==> src/rtl/store_buffer_pkg.sv <==
// Shared processor constants for the store buffer: default geometry and
// the word-alignment mask applied to store addresses.
package store_buffer_pkg;

  localparam int SB_DEPTH  = 4;
  localparam int SB_ADDR_W = 32;
  localparam int SB_DATA_W = 32;

  // Stores are whole words; any set bit under this mask marks a misaligned store.
  localparam logic [1:0] ALIGN_MASK = 2'b11;

  function automatic logic is_aligned(input logic [1:0] lsb);
    return (lsb & ALIGN_MASK) == 2'b00;
  endfunction

endpackage

==> src/rtl/store_buffer_fifo.sv <==
// Circular entry storage for the store buffer: address/data slots, per-slot
// valid bits, head/tail pointers and occupancy count.
import store_buffer_pkg::*;

module store_buffer_fifo #(
  parameter int DEPTH  = SB_DEPTH,
  parameter int ADDR_W = SB_ADDR_W,
  parameter int DATA_W = SB_DATA_W,
  localparam int PTR_W = $clog2(DEPTH),
  localparam int CNT_W = PTR_W + 1
) (
  input  logic              clk,
  input  logic              rst,
  input  logic              push,
  input  logic              pop,
  input  logic [ADDR_W-1:0] push_addr,
  input  logic [DATA_W-1:0] push_data,
  output logic [PTR_W-1:0]  head_ptr,
  output logic [CNT_W-1:0]  count,
  output logic [ADDR_W-1:0] entry_addr [DEPTH],
  output logic [DATA_W-1:0] entry_data [DEPTH],
  output logic [DEPTH-1:0]  entry_valid
);

  logic [PTR_W-1:0] tail_ptr;

  // Callers never push when full nor pop when empty, so head and tail never
  // address the same slot in one cycle; pointers wrap naturally at DEPTH.
  always_ff @(posedge clk or posedge rst) begin
    if (rst) begin
      head_ptr    <= '0;
      tail_ptr    <= '0;
      count       <= '0;
      entry_valid <= '0;
      for (int i = 0; i < DEPTH; i++) begin
        entry_addr[i] <= '0;
        entry_data[i] <= '0;
      end
    end else begin
      if (push) begin
        entry_addr[tail_ptr]  <= push_addr;
        entry_data[tail_ptr]  <= push_data;
        entry_valid[tail_ptr] <= 1'b1;
        tail_ptr              <= tail_ptr + PTR_W'(1);
      end
      if (pop) begin
        entry_valid[head_ptr] <= 1'b0;
        head_ptr              <= head_ptr + PTR_W'(1);
      end
      case ({push, pop})
        2'b10:   count <= count + CNT_W'(1);
        2'b01:   count <= count - CNT_W'(1);
        default: count <= count;
      endcase
    end
  end

endmodule

==> src/rtl/store_buffer.sv <==
// Write-back store buffer: accepts aligned core stores, drains them FIFO to
// data memory and forwards the youngest matching store to core loads.
// Handshake: a store is taken when cpu_we=1 and cpu_stall=0 at the edge;
// the head is retired when mem_req=1 and mem_ack=1 at the edge.
import store_buffer_pkg::*;

module store_buffer #(
  parameter int DEPTH  = SB_DEPTH,
  parameter int ADDR_W = SB_ADDR_W,
  parameter int DATA_W = SB_DATA_W,
  localparam int PTR_W = $clog2(DEPTH),
  localparam int CNT_W = PTR_W + 1
) (
  input  logic              clk,
  input  logic              rst,
  input  logic              cpu_we,
  input  logic [ADDR_W-1:0] cpu_addr,
  input  logic [DATA_W-1:0] cpu_wdata,
  output logic              cpu_stall,
  input  logic [ADDR_W-1:0] cpu_raddr,
  output logic              fwd_hit,
  output logic [DATA_W-1:0] fwd_data,
  output logic              align_err,
  output logic              mem_req,
  output logic [ADDR_W-1:0] mem_addr,
  output logic [DATA_W-1:0] mem_wdata,
  input  logic              mem_ack,
  output logic [CNT_W-1:0]  count
);

  logic              push;
  logic              pop;
  logic              aligned;
  logic [PTR_W-1:0]  head_ptr;
  logic [ADDR_W-1:0] entry_addr [DEPTH];
  logic [DATA_W-1:0] entry_data [DEPTH];
  logic [DEPTH-1:0]  entry_valid;
  logic [PTR_W-1:0]  scan_idx;

  assign aligned   = is_aligned(cpu_addr[1:0]);
  assign cpu_stall = (count == CNT_W'(DEPTH));
  assign push      = cpu_we && !cpu_stall && aligned;
  assign mem_req   = (count != '0);
  assign pop       = mem_req && mem_ack;

  // Head slot is held until acked; gate to zero so an empty buffer drives 0.
  assign mem_addr  = mem_req ? entry_addr[head_ptr] : '0;
  assign mem_wdata = mem_req ? entry_data[head_ptr] : '0;

  store_buffer_fifo #(
    .DEPTH  (DEPTH),
    .ADDR_W (ADDR_W),
    .DATA_W (DATA_W)
  ) u_fifo (
    .clk         (clk),
    .rst         (rst),
    .push        (push),
    .pop         (pop),
    .push_addr   (cpu_addr),
    .push_data   (cpu_wdata),
    .head_ptr    (head_ptr),
    .count       (count),
    .entry_addr  (entry_addr),
    .entry_data  (entry_data),
    .entry_valid (entry_valid)
  );

  always_ff @(posedge clk or posedge rst) begin
    if (rst) align_err <= 1'b0;
    else     align_err <= cpu_we && !cpu_stall && !aligned;
  end

  // Scan oldest to youngest so the last match wins.
  always_comb begin
    fwd_hit  = 1'b0;
    fwd_data = '0;
    scan_idx = '0;
    for (int k = 0; k < DEPTH; k++) begin
      scan_idx = head_ptr + PTR_W'(k);
      if (entry_valid[scan_idx] && entry_addr[scan_idx] == cpu_raddr) begin
        fwd_hit  = 1'b1;
        fwd_data = entry_data[scan_idx];
      end
    end
  end

endmodule

==> config.mk <==
export PLATFORM = sky130hd
export DESIGN_NAME = store_buffer
export DESIGN_NICKNAME = d
export VERILOG_FILES = /design/src/rtl/store_buffer_pkg.sv /design/src/rtl/store_buffer_fifo.sv /design/src/rtl/store_buffer.sv
export SDC_FILE = /design/constraint.sdc
export NUM_CORES = 1
export LEC_CHECK = 0
export CORE_MARGIN = 1
export CORE_UTILIZATION = 60
export CTS_CLUSTER_DIAMETER = 200
export DETAILED_ROUTE_END_ITERATION = 7
export PLACE_DENSITY = 0.88
export SYNTH_ARGS = -nofsm -noshare
export SYNTH_HDL_FRONTEND = slang
export SYNTH_SLANG_ARGS = --single-unit
export TNS_END_PERCENT = 30
==> constraint.sdc <==
create_clock -name clk -period 28.7 [get_ports clk]
set_clock_uncertainty 0.2 [all_clocks]
set_input_delay 5.74 -clock clk [delete_from_list [all_inputs] [get_ports clk]]
set_output_delay 5.74 -clock clk [all_outputs]
set_load 0.01 [all_outputs]
# Word-level counts from Yosys, hierarchy flattened
# Cells that the tools add are included.
# classes
add_sub_neg,6
n_lt_le_gt_ge,13
eq_ne,7
mux,53
bitwise,8
n_reduce_logical,16
# op_table
op,count
$mux W32,23
$bmux W32 S2,8
$bwmux W128,2
$eq A32 B32 Y1,4
$demux W32 S2,1
$ge A3 B3 Y1 const B,5
$lt A2 B3 Y1 const B,5
$not A2 Y3,5
$logic_and A1 B1 Y1,11
$mux W1,10
$bmux W1 S2,4
$mux W4,2
$pmux W3 S2,1
$add A2 B1 Y2 const B,2
$add A2 B2 Y2 const B,2
$and A4 B4 Y4,1
$demux W1 S2,2
$ge A2 B1 Y1 const B,2
$not A4 Y4,1
$or A4 B4 Y4,1
$add A3 B1 Y3 const B,1
$eq A3 B3 Y1 const B,1
$lt A3 B1 Y1 const B,1
$reduce_bool A3 Y1,1
6 further kinds,7
# totals
regBits,268
in_bits,100
out_inout_bits,103
wordCells,116

# Depth between registers and ports, before layout
# Gate-level depths: netlist of run 1.
# depth
word_depth,10
ltp_mapped,22
depth_no_buf,11

# Modules after synthesis
# Synthesis of run 1 repeated with hierarchy kept, for this count alone.
# hier_totals
cells_unflattened,1825
area_unflattened_um2,21035.2
# by_module_without_submodules
module,n_inst,cells_each,area_per_inst_um2,seq_area_each_um2
store_buffer_fifo,1,588,10654.0,6681.4
store_buffer,1,1237,10381.2,25.0

# Worst setup path after synthesis of run 1
# OpenSTA, ideal clock, no wires.
# synth_timing
path_type,input-to-output
from,in cpu_raddr[9]
to,out fwd_data[20]
arrival_time_ps,8030
required_ps,22760
slack_ps,14730
stages,12
n_path_buf,4
path_cell_list,buf_1 > or2_2 > o2bb2ai_1 > a2111oi_0 > o2111a_1 > and4_1 > clkbuf_1 > clkbuf_1 > clkbuf_1 > a21oi_1 > o221ai_1 > a31oi_1
# synth_via
elab_chain_cells,6
word_cells_on_any_way,12
cone_classes,4 x eq/ne; 4 x mux; 4 x reduce/logical
# synth_lines
item,line,text
from (decl),store_buffer.sv:20,"input logic [ADDR_W-1:0] cpu_raddr,"
$eq A32 B32 Y1,store_buffer.sv:80,if (entry_valid[scan_idx] && entry_addr[scan_idx] == cpu_raddr) begin
$logic_and A1 B1 Y1,store_buffer.sv:80,
$mux W32 (3 in series),store_buffer.sv:80,
$mux W32 *,store_buffer.sv:80,
to (decl),store_buffer.sv:22,"output logic [DATA_W-1:0] fwd_data,"
# Every way passes the cells marked *; elsewhere a longest branch is shown, timed or not.

# Worst setup path in the final report of run 1
# layout_timing
from,in cpu_raddr[4]
to,out fwd_data[23]
# The elaborated chain is that of the path after synthesis.

==> impl_metrics.toml, run 1 <==
[clock_tree]
cts_made_buffers = 30
clk_latency_ps = 560
cts_sinks = 268
hold_buffers = 0
cts.clk_slew.worst_paths_ps = 60
cts_resized = 0
cts_buffer_depth = 3
h-tree-depth = 1
cts_tree = "done"
cts_setup_buffers = 0
root_buffer = "clkbuf_16"

[logic_synthesis]
synth_cell_type_count = 65
synthAdderAreaFrac_pct = 0.655
synthXorXnorAreaFrac_pct = 5.23
yosysWarnings = 0
synth_cells = 1634
ys_ff_latch = 268
synthFlopType = "dfrtp_1"
synth_area_um2 = 20300
syn_nets = 1744
async_reset_ff_share_pct = 100
avgSynthCellArea_um2 = 12.4
synth_compound_area_share_pct = 6.45
synth_mux_area_share_pct = 42.5
synth_top_family_by_area = "multiplexers"
seq_area_frac_synth_pct = 33.1
synthSimpleGateAreaFrac_pct = 7.41
synth-edff-count = 0

[timing]
min_period_ps = 15850
rsz0062_at_grt = "no"
hold_viol = 0
worst_pin_slew_ps = 1220
fin_tns_setup_ps = 0
setup_slack_ps = 12850
relSlewSlack_pct = 18.7
max_freq_mhz = 63.1
period_share_pct = 55.2
drv_slew = 0
setup_viol = 0

[global_routing]
antenna_found_initial = 4
grt_pass1_vias = 15500
grt_max_degree = 141
gr-total-overflow = 0
grt_pass1_wl_um = 90100
grt_use_total_pct = 34.3

[finish]
area_delta_synth_final_pct = 15.2
nNetsFinal = 1843
final_core_util_pct = 71.0
fill_cells = 2176
drive_above_1_share_pct = 32.0

[worst_hold_path]
worstHoldPathCells = 1
hp-start = "u_fifo.count[2]"
worstHoldEndpoint = "u_fifo.count[2]"
holdCritPathClass = "flop to flop"

[setup_path]
end_kind = "output pin"
r2r_slack_ps = 25130
cp_cell_sequence = "clkdlybuf4s50_1 -> nor3_1 -> a2111oi_0 -> o2111a_1 -> and4_2 -> and3_1 -> o221ai_1 -> a31oi_1 -> clkdlybuf4s50_1"
cp_num_buf_inv = 2
path_class = "input port to output pin"
slowest_delay_ps = 1010
crit_top_cell = "clkdlybuf4s50_1"
critPathLaunchType = "input port"
timing.rr.start = "u_fifo.count[0]"
worst_ep_arrival_time_ps = 9910
slowest_stage = "and4_2"
crit_required_ps = 22760
critPathMaxFanout = 59
cp_top_family = "simple AND/OR/NAND/NOR gates"
reg2reg_depth = 6
r2r-end = "u_fifo.entry_addr[30]"

[die]
die_y_um = 186
die_width_um = 186
coreArea_um2 = 32900
die_area_um2 = 34500
initial_core_util_pct = 61.6
boundaryPins = 203
rows = 66

[power]
irDropWorstVdd_mv = 0.0863
p_leak_nw = 9.43
p_per_area_nw_per_um2 = 137

[placement]
place_hpwl_um = 38200
place_ws_ps = 13080
gp_congestion = 1.01
io_buffers = 202

[drt]
routed_wl_um = 57600
post_drt_wl_per_cell_um = 26.2
drc = 0
via_per_inst = 7.09
drt_iter0_markers = 1719
route.vias.total = 15600
first_pass_iters = 7
ant_nets = 0

[run_status]
status = "completed"

[job]
maxCapViolations = 0
==> registers in the layout (all words and copies together), names as in the netlist <==
register and flops:
u_fifo.entry_addr 128, u_fifo.head_ptr 2, align_err 1, u_fifo.entry_data 128
u_fifo.count 3, u_fifo.tail_ptr 2, u_fifo.entry_valid 4
==> final cells by class <==
cell class	count	area (µm²)	share of cell area, %
multi-input combinational	1166	12700	54.3
sequential	268	6710	28.8
timing repair buffer	218	2150	9.24
clock buffer	41	873	3.74
tap	442	553	2.37
inverter	49	191	0.821
clock inverter	15	158	0.676
antenna	2	5.00	0.0215
==> where the power goes <==
part,switching [mW],internal [mW],total [mW]
Combinational,0.884,1.08,1.96
Sequential,0.261,0.560,0.821
Clock,0.162,0.239,0.401
Total,1.31,1.88,3.18
==> worst max-delay path by stage <==
stage               cells after the start      endpoint          from
CTS                                     9  fwd_data[23]  cpu_raddr[4]
floorplan                              12  fwd_data[20]  cpu_raddr[9]
finish                                  9  fwd_data[23]  cpu_raddr[4]
detailed placement                     10   fwd_data[2]  cpu_raddr[9]
global placement                       10   fwd_data[2]  cpu_raddr[9]
global route                           10  fwd_data[23]  cpu_raddr[9]
==> stage by stage <==
stage	total power [mW]	area [µm²]	hold slack, ps	cells
after floorplan	2.18	20300	300	1634
after global placement	2.68	22300	313	2143
after detailed placement	2.74	22300	320	2143
after CTS	3.16	23300	328	2199
after global routing	3.35	23300	348	2201
final	3.18	23300	329	2201
==> synthesized netlist by cell type (3+ instances only) <==
cell type / n / area [µm²]
nand2_1: 44 / 165
xnor2_1: 72 / 631
clkbuf_1: 76 / 285
o2111ai_1: 6 / 52.6
nand2b_1: 34 / 213
nand4_1: 12 / 75.1
nor2b_1: 4 / 25.0
mux2_2: 257 / 2890
and3_1: 37 / 231
nand3_1: 9 / 45.0
nor3_1: 8 / 40.0
a211oi_1: 9 / 67.6
a221oi_1: 5 / 43.8
o2bb2ai_1: 4 / 35.0
ha_1: 9 / 113
a31oi_1: 33 / 206
and2_1: 35 / 219
buf_4: 9 / 67.6
o21ai_0: 14 / 70.1
mux2i_1: 89 / 891
mux4_2: 214 / 4820
o221ai_1: 31 / 272
buf_6: 14 / 158
nor2_1: 80 / 300
nor4_1: 10 / 62.6
dfrtp_1: 268 / 6710
buf_1: 19 / 71.3
buf_2: 32 / 160
a222oi_1: 3 / 30.0
o22ai_1: 8 / 50.1
xor2_1: 49 / 429
inv_1: 49 / 184
a2111oi_0: 3 / 26.3
o211ai_1: 5 / 37.5
a21oi_1: 49 / 245
==> cells by family after synthesis <==
group,count (synthesis)
XOR/XNOR,121
AND/OR/NAND/NOR,287
adder cells (fa/ha/maj),10
flip-flops,268
AO/OA/AOI/OAI,188
buffers and inverters,200
multiplexers,560
==> layer usage <==
metal	share of wire, %	GRT usage, %
met2	48	54.9
met1	38	46.5
met5	0.035	0
met3	10	6.93
met4	3.9	12.8
==> layout by cell type, fill, tap and decap left out, drive strengths merged, types with 11 or more instances in the layout <==
cell type        n
mux2i           89
a21oi           49
buf             16
nor4            11
inv             49
a31oi           33
nand2b          34
and2            36
o21ai           15
nand4           12
xnor2           72
xor2            49
o221ai          31
clkbuf          41
clkdlybuf4s50  202
mux4           214
nand2           44
and3            37
dfrtp          268
nor2            80
mux2           257
Power figures use the tool's default switching activity.
==> run 2, diff against run 1 <==
- CORE_UTILIZATION: 60 -> 59
- PLACE_DENSITY: 0.88 -> 0.87
- clock period: 28.7 -> 15.1 ns (I/O delays scaled with it)
==> run 2 against run 1 <==
Effect of this change: die area rose by 1.7%; critical path type unchanged; worst hold slack better by 12 ps; final cell count grew 0.32%.
==> impl_metrics.toml, run 2 (synthesized netlist as in run 1, its figures left out) <==
[power]
p_leak_nw = 9.47
p_int_mw = 3.62
switching_power_mw = 2.48
combPwrFrac_pct = 61.3
p_per_area_nw_per_um2 = 261
p_seq_share_pct = 25.4
p_sw_share_pct = 40.6
irDropWorstVdd_mv = 0.202
pwr-share-clk_pct = 13.3
power.total_mw = 6.10

[timing]
max_freq_mhz = 97.3
drv_slew = 0
rsz0062_at_grt = "no"
relSlewSlack_pct = 20.0
worst_pin_slew_ps = 1200
setup_slack_ps = 4820
fin_tns_setup_ps = 0
min_period_ps = 10280
setup_viol = 0
period_share_pct = 68.1
hold_viol = 0

[drt]
drc = 0
route.vias.total = 15500
route.top_layer_used = "met5"
ant_nets = 0
drt_iter0_markers = 1719
first_pass_iters = 5
dr_wl_met3_um = 5850
via_per_inst = 7.01
routed_wl_um = 57700
wl_met2_um = 26800
m1WireLength_um = 22400
post_drt_wl_per_cell_um = 26.1

[setup_path]
critPathMaxFanout = 64
end_kind = "output pin"
critPathLaunchType = "input port"
path_class = "input port to output pin"
worst_ep_arrival_time_ps = 7060
crit_required_ps = 11880

[global_routing]
antenna_found_initial = 8
gr-total-overflow = 0
grt_max_degree = 114
grt_use_total_pct = 33.3
grt_pass1_vias = 15600
grt_pass1_wl_um = 91300

[finish]
final-seq-area_um2 = 6710
multi_input_area_um2 = 12700
area_delta_synth_final_pct = 15.5
finalNonFillerCells = 2208
nNetsFinal = 1843
fill_cells = 2237
final_core_util_pct = 69.6
most-common-layout-cells = "266 x dfrtp_1, 257 x mux2_2, 214 x mux4_2, 202 x clkdlybuf4s50_1, 89 x mux2i_1"
drive_above_1_share_pct = 31.9
layout_commonest_cell = "dfrtp_1"
top_regs = "u_fifo.entry_addr x128, u_fifo.entry_data x128, u_fifo.entry_valid x4"

[clock_tree]
cts.clk_slew.worst_paths_ps = 60
cts_made_buffers = 30
cts_tree = "done"
hold_buffers = 0
cts_setup_buffers = 0
cts_sinks = 268
cts_buffer_depth = 3
cts_resized = 0
h-tree-depth = 1
clk_latency_ps = 570
root_buffer = "clkbuf_16"

[placement]
place_hpwl_um = 37700
dp_cells = 2149
io_buffers = 202
gp_congestion = 0.989
place_ws_ps = 4990

[die]
die_width_um = 187
coreArea_um2 = 33600
boundaryPins = 203
rows = 67
initial_core_util_pct = 60.2
die_y_um = 187
die_area_um2 = 35100

[worst_hold_path]
holdCritPathClass = "flop to flop"

[run_status]
status = "completed"

[job]
maxCapViolations = 0
-- run 2: changes by cell type in the layout (fill, tap and decap cells not counted), moves of 2 or more --
cell and change:
clkinv_2 -4, bufinv_16 +3, clkinvlp_4 -3, clkbuf_1 +2
-- run 2: per-stage QoR --
stage	cell area (µm²)	hold slack (ps)
final	23400	342
after global routing	23400	361
after CTS	23400	341
after detailed placement	22300	328
after global placement	22300	315
after floorplan	20300	300
-- run 2: layout make-up --
class	instances	share of cell area, %
Antenna cell	3	0.0321
Clock buffer	43	3.77
Clock inverter	13	0.952
Inverter	49	0.818
Multi-Input combinational cell	1166	54.2
Sequential cell	268	28.7
Tap cell	448	2.40
Timing Repair Buffer	218	9.16
-- run 2: path summary, 6_finish.rpt --
path	end	startpoint	cells after the start	slack, ps
setup / recovery	fwd_data[5]	cpu_raddr[22]	9	4820
hold / removal	u_fifo.count[2]	u_fifo.count[2]	1	340
setup reg to reg	u_fifo.entry_data[31]	u_fifo.count[0]	6	11480
hold reg to reg	u_fifo.count[2]	u_fifo.count[2]	1	340
max in group asynchronous	u_fifo.entry_data[108]	rst	3	10280
min in group asynchronous	u_fifo.entry_data[70]	rst	2	2810
-- run 2: power groups by stage --
| stage | logic [mW] | clock network, mW | registers, mW |
|---|---|---|---|
| finish | 3.74 | 0.813 | 1.55 |
| global placement | 3.62 | 0 | 1.47 |
| floorplan | 2.80 | 0 | 1.34 |
| global route | 3.95 | 0.849 | 1.60 |
| detailed placement | 3.67 | 0 | 1.53 |
| CTS | 3.71 | 0.820 | 1.53 |
-- run 2: critical path: stages --
cell and delay (ps):
clkdlybuf4s50_1 780, inv_1 130, a222oi_1 250, nor4b_1 290, o21ai_0 160, or4_2 1180, nand2b_1 390, a31oi_1 260
clkdlybuf4s50_1 580
-- run 2: metal layers --
| layer | GRT usage [%] | vias up |
|---|---|---|
| met1 | 45.5 | 7859 |
| li1 | - | 6490 |
| met2 | 52.3 | 928 |
| met4 | 14.2 | 8 |
| met5 | 0 | - |
| met3 | 6.47 | 191 |
==> run 3, diff against run 2 <==
- clock period: 15.1 -> 10.04 ns (I/O delays scaled with it)
==> run 3 against run 2 <==
Effect of this change: clock power rose by 45%; worst setup slack got worse by 4300 ps; critical path type is now flop to output pin; largest cell class unchanged; die area did not move.
==> impl_metrics.toml, run 3 (synthesized netlist as in run 1, its figures left out) <==
[clock_tree]
clk_latency_ps = 570
root_buffer = "clkbuf_16"
cts_tree = "done"
cts_resized = 0
cts_setup_buffers = 0
cts_sinks = 268
cts_buffer_depth = 3
cts.clk_slew.worst_paths_ps = 70
cts_made_buffers = 29
hold_buffers = 0
h-tree-depth = 1

[placement]
io_buffers = 202
place_hpwl_um = 38700
gp_congestion = 0.990
dp_cells = 2151

[setup_path]
r2r_slack_ps = 6420
critPathLaunchType = "flop"
timing.rr.start = "u_fifo.count[2]"
reg2reg_depth = 10
end_kind = "output pin"
r2r-end = "u_fifo.count[2]"
worst_ep_arrival_time_ps = 7300
path_class = "flop to output pin"
slowest_delay_ps = 1030
cp_cell_sequence = "inv_1 -> ha_4 -> buf_12 -> mux2i_1 -> nor3_1 -> a2111oi_0 -> o2111a_1 -> nand4_1 -> nor2_2 -> buf_4 -> o221ai_1 -> a31oi_1 -> clkdlybuf4s50_1"
critPathMaxFanout = 58
slowest_stage = "dfrtp_4"
crit_required_ps = 7830

[finish]
most-common-layout-cells = "266 x dfrtp_1, 257 x mux2_2, 214 x mux4_2, 202 x clkdlybuf4s50_1, 89 x mux2i_1"
nNetsFinal = 1844
multi_input_area_um2 = 12700
area_delta_synth_final_pct = 15.4
drive_above_1_share_pct = 31.9
fill_cells = 2228
layout_commonest_cell = "dfrtp_1"
final-seq-area_um2 = 6710
finalNonFillerCells = 2207
top_regs = "u_fifo.entry_addr x128, u_fifo.entry_data x128, u_fifo.entry_valid x4"

[run_status]
status = "completed"

[worst_hold_path]
holdCritPathClass = "flop to flop"
worstHoldPathCells = 1
worstHoldEndpoint = "u_fifo.count[2]"
hp-start = "u_fifo.count[2]"

[drt]
routed_wl_um = 57500
via_per_inst = 7.04
post_drt_wl_per_cell_um = 26.1
drt_iter0_markers = 1661
drc = 0
ant_nets = 0
first_pass_iters = 6
route.vias.total = 15500

[die]
die_area_um2 = 35100
boundaryPins = 203
coreArea_um2 = 33600
die_width_um = 187
initial_core_util_pct = 60.2
die_y_um = 187
rows = 67

[global_routing]
grt_max_degree = 148
antenna_found_initial = 6
grt_pass1_wl_um = 89900
gr-total-overflow = 0
grt_use_total_pct = 32.8
grt_pass1_vias = 15400

[power]
combPwrFrac_pct = 60.9
p_int_mw = 5.41
p_leak_nw = 9.45
p_per_area_nw_per_um2 = 390
irDropWorstVdd_mv = 0.270
switching_power_mw = 3.71
p_sw_share_pct = 40.7
pwr-share-clk_pct = 12.9
p_seq_share_pct = 26.2

[timing]
period_share_pct = 94.7
drv_slew = 0
setup_viol = 0
relSlewSlack_pct = 20.0
min_period_ps = 9510
fin_tns_setup_ps = 0
rsz0062_at_grt = "no"
worst_pin_slew_ps = 1200
hold_viol = 0
max_freq_mhz = 105

[job]
maxCapViolations = 0
run 3: area by class of cell:
| cell class | count | area share (%) |
|---|---|---|
| multi-input cells | 1166 | 54.2 |
| clock inverters | 17 | 1.23 |
| well taps | 448 | 2.40 |
| flip-flops and latches | 268 | 28.7 |
| inverters | 49 | 0.819 |
| clock buffers | 35 | 3.24 |
| repair buffers | 220 | 9.33 |
| diodes | 4 | 0.0428 |
run 3: per-layer routing:
layer / vias up / GRT usage, % / part of all wire (%)
met1: 7994 / 44.3 / 38
met5: - / 0 / 0.047
met4: 4 / 11.2 / 4.0
met3: 167 / 6.74 / 9.9
met2: 898 / 52.9 / 48
li1: 6474 / - / -
run 3: power groups by stage:
stage,Sequential [mW],Combinational [mW],Clock [mW]
3_5_place_dp,2.37,5.46,0
4_1_cts,2.36,5.51,1.19
5_1_grt,2.47,5.88,1.23
2_1_floorplan,2.02,4.21,0
6_report,2.39,5.55,1.18
3_3_place_gp,2.27,5.36,0
run 3: stage by stage:
step	setup slack (ps)	area [µm²]	utilization [%]	total power, mW	hold WS [ps]
floorplan	450	20300	-	6.23	300
global placement	1710	22300	66.4	7.63	313
detailed placement	1400	22300	66.4	7.83	337
CTS	700	23400	69.5	9.06	346
global route	359	23400	69.5	9.58	368
finish	532	23400	69.5	9.12	340
run 3: how the worst max path moves through the flow:
stage                             startpoint      endpoint  cells past startpoint
after floorplan                          rst     align_err                      1
after global placement    u_fifo.head_ptr[1]  fwd_data[24]                     13
after detailed placement  u_fifo.head_ptr[1]   fwd_data[0]                     13
after CTS                 u_fifo.head_ptr[1]   fwd_data[0]                     13
after global routing      u_fifo.head_ptr[1]   fwd_data[0]                     13
final                     u_fifo.head_ptr[1]   fwd_data[0]                     13
run 3: worst max-delay path, delay by kind of cell (launching register included):
family	cells	cell delay, ps
buffers and inverters	4	1640
AO/OA/AOI/OAI	4	1580
AND/OR/NAND/NOR	3	1150
flip-flops	1	1030
adder cells (fa/ha/maj)	1	990
multiplexers	1	280
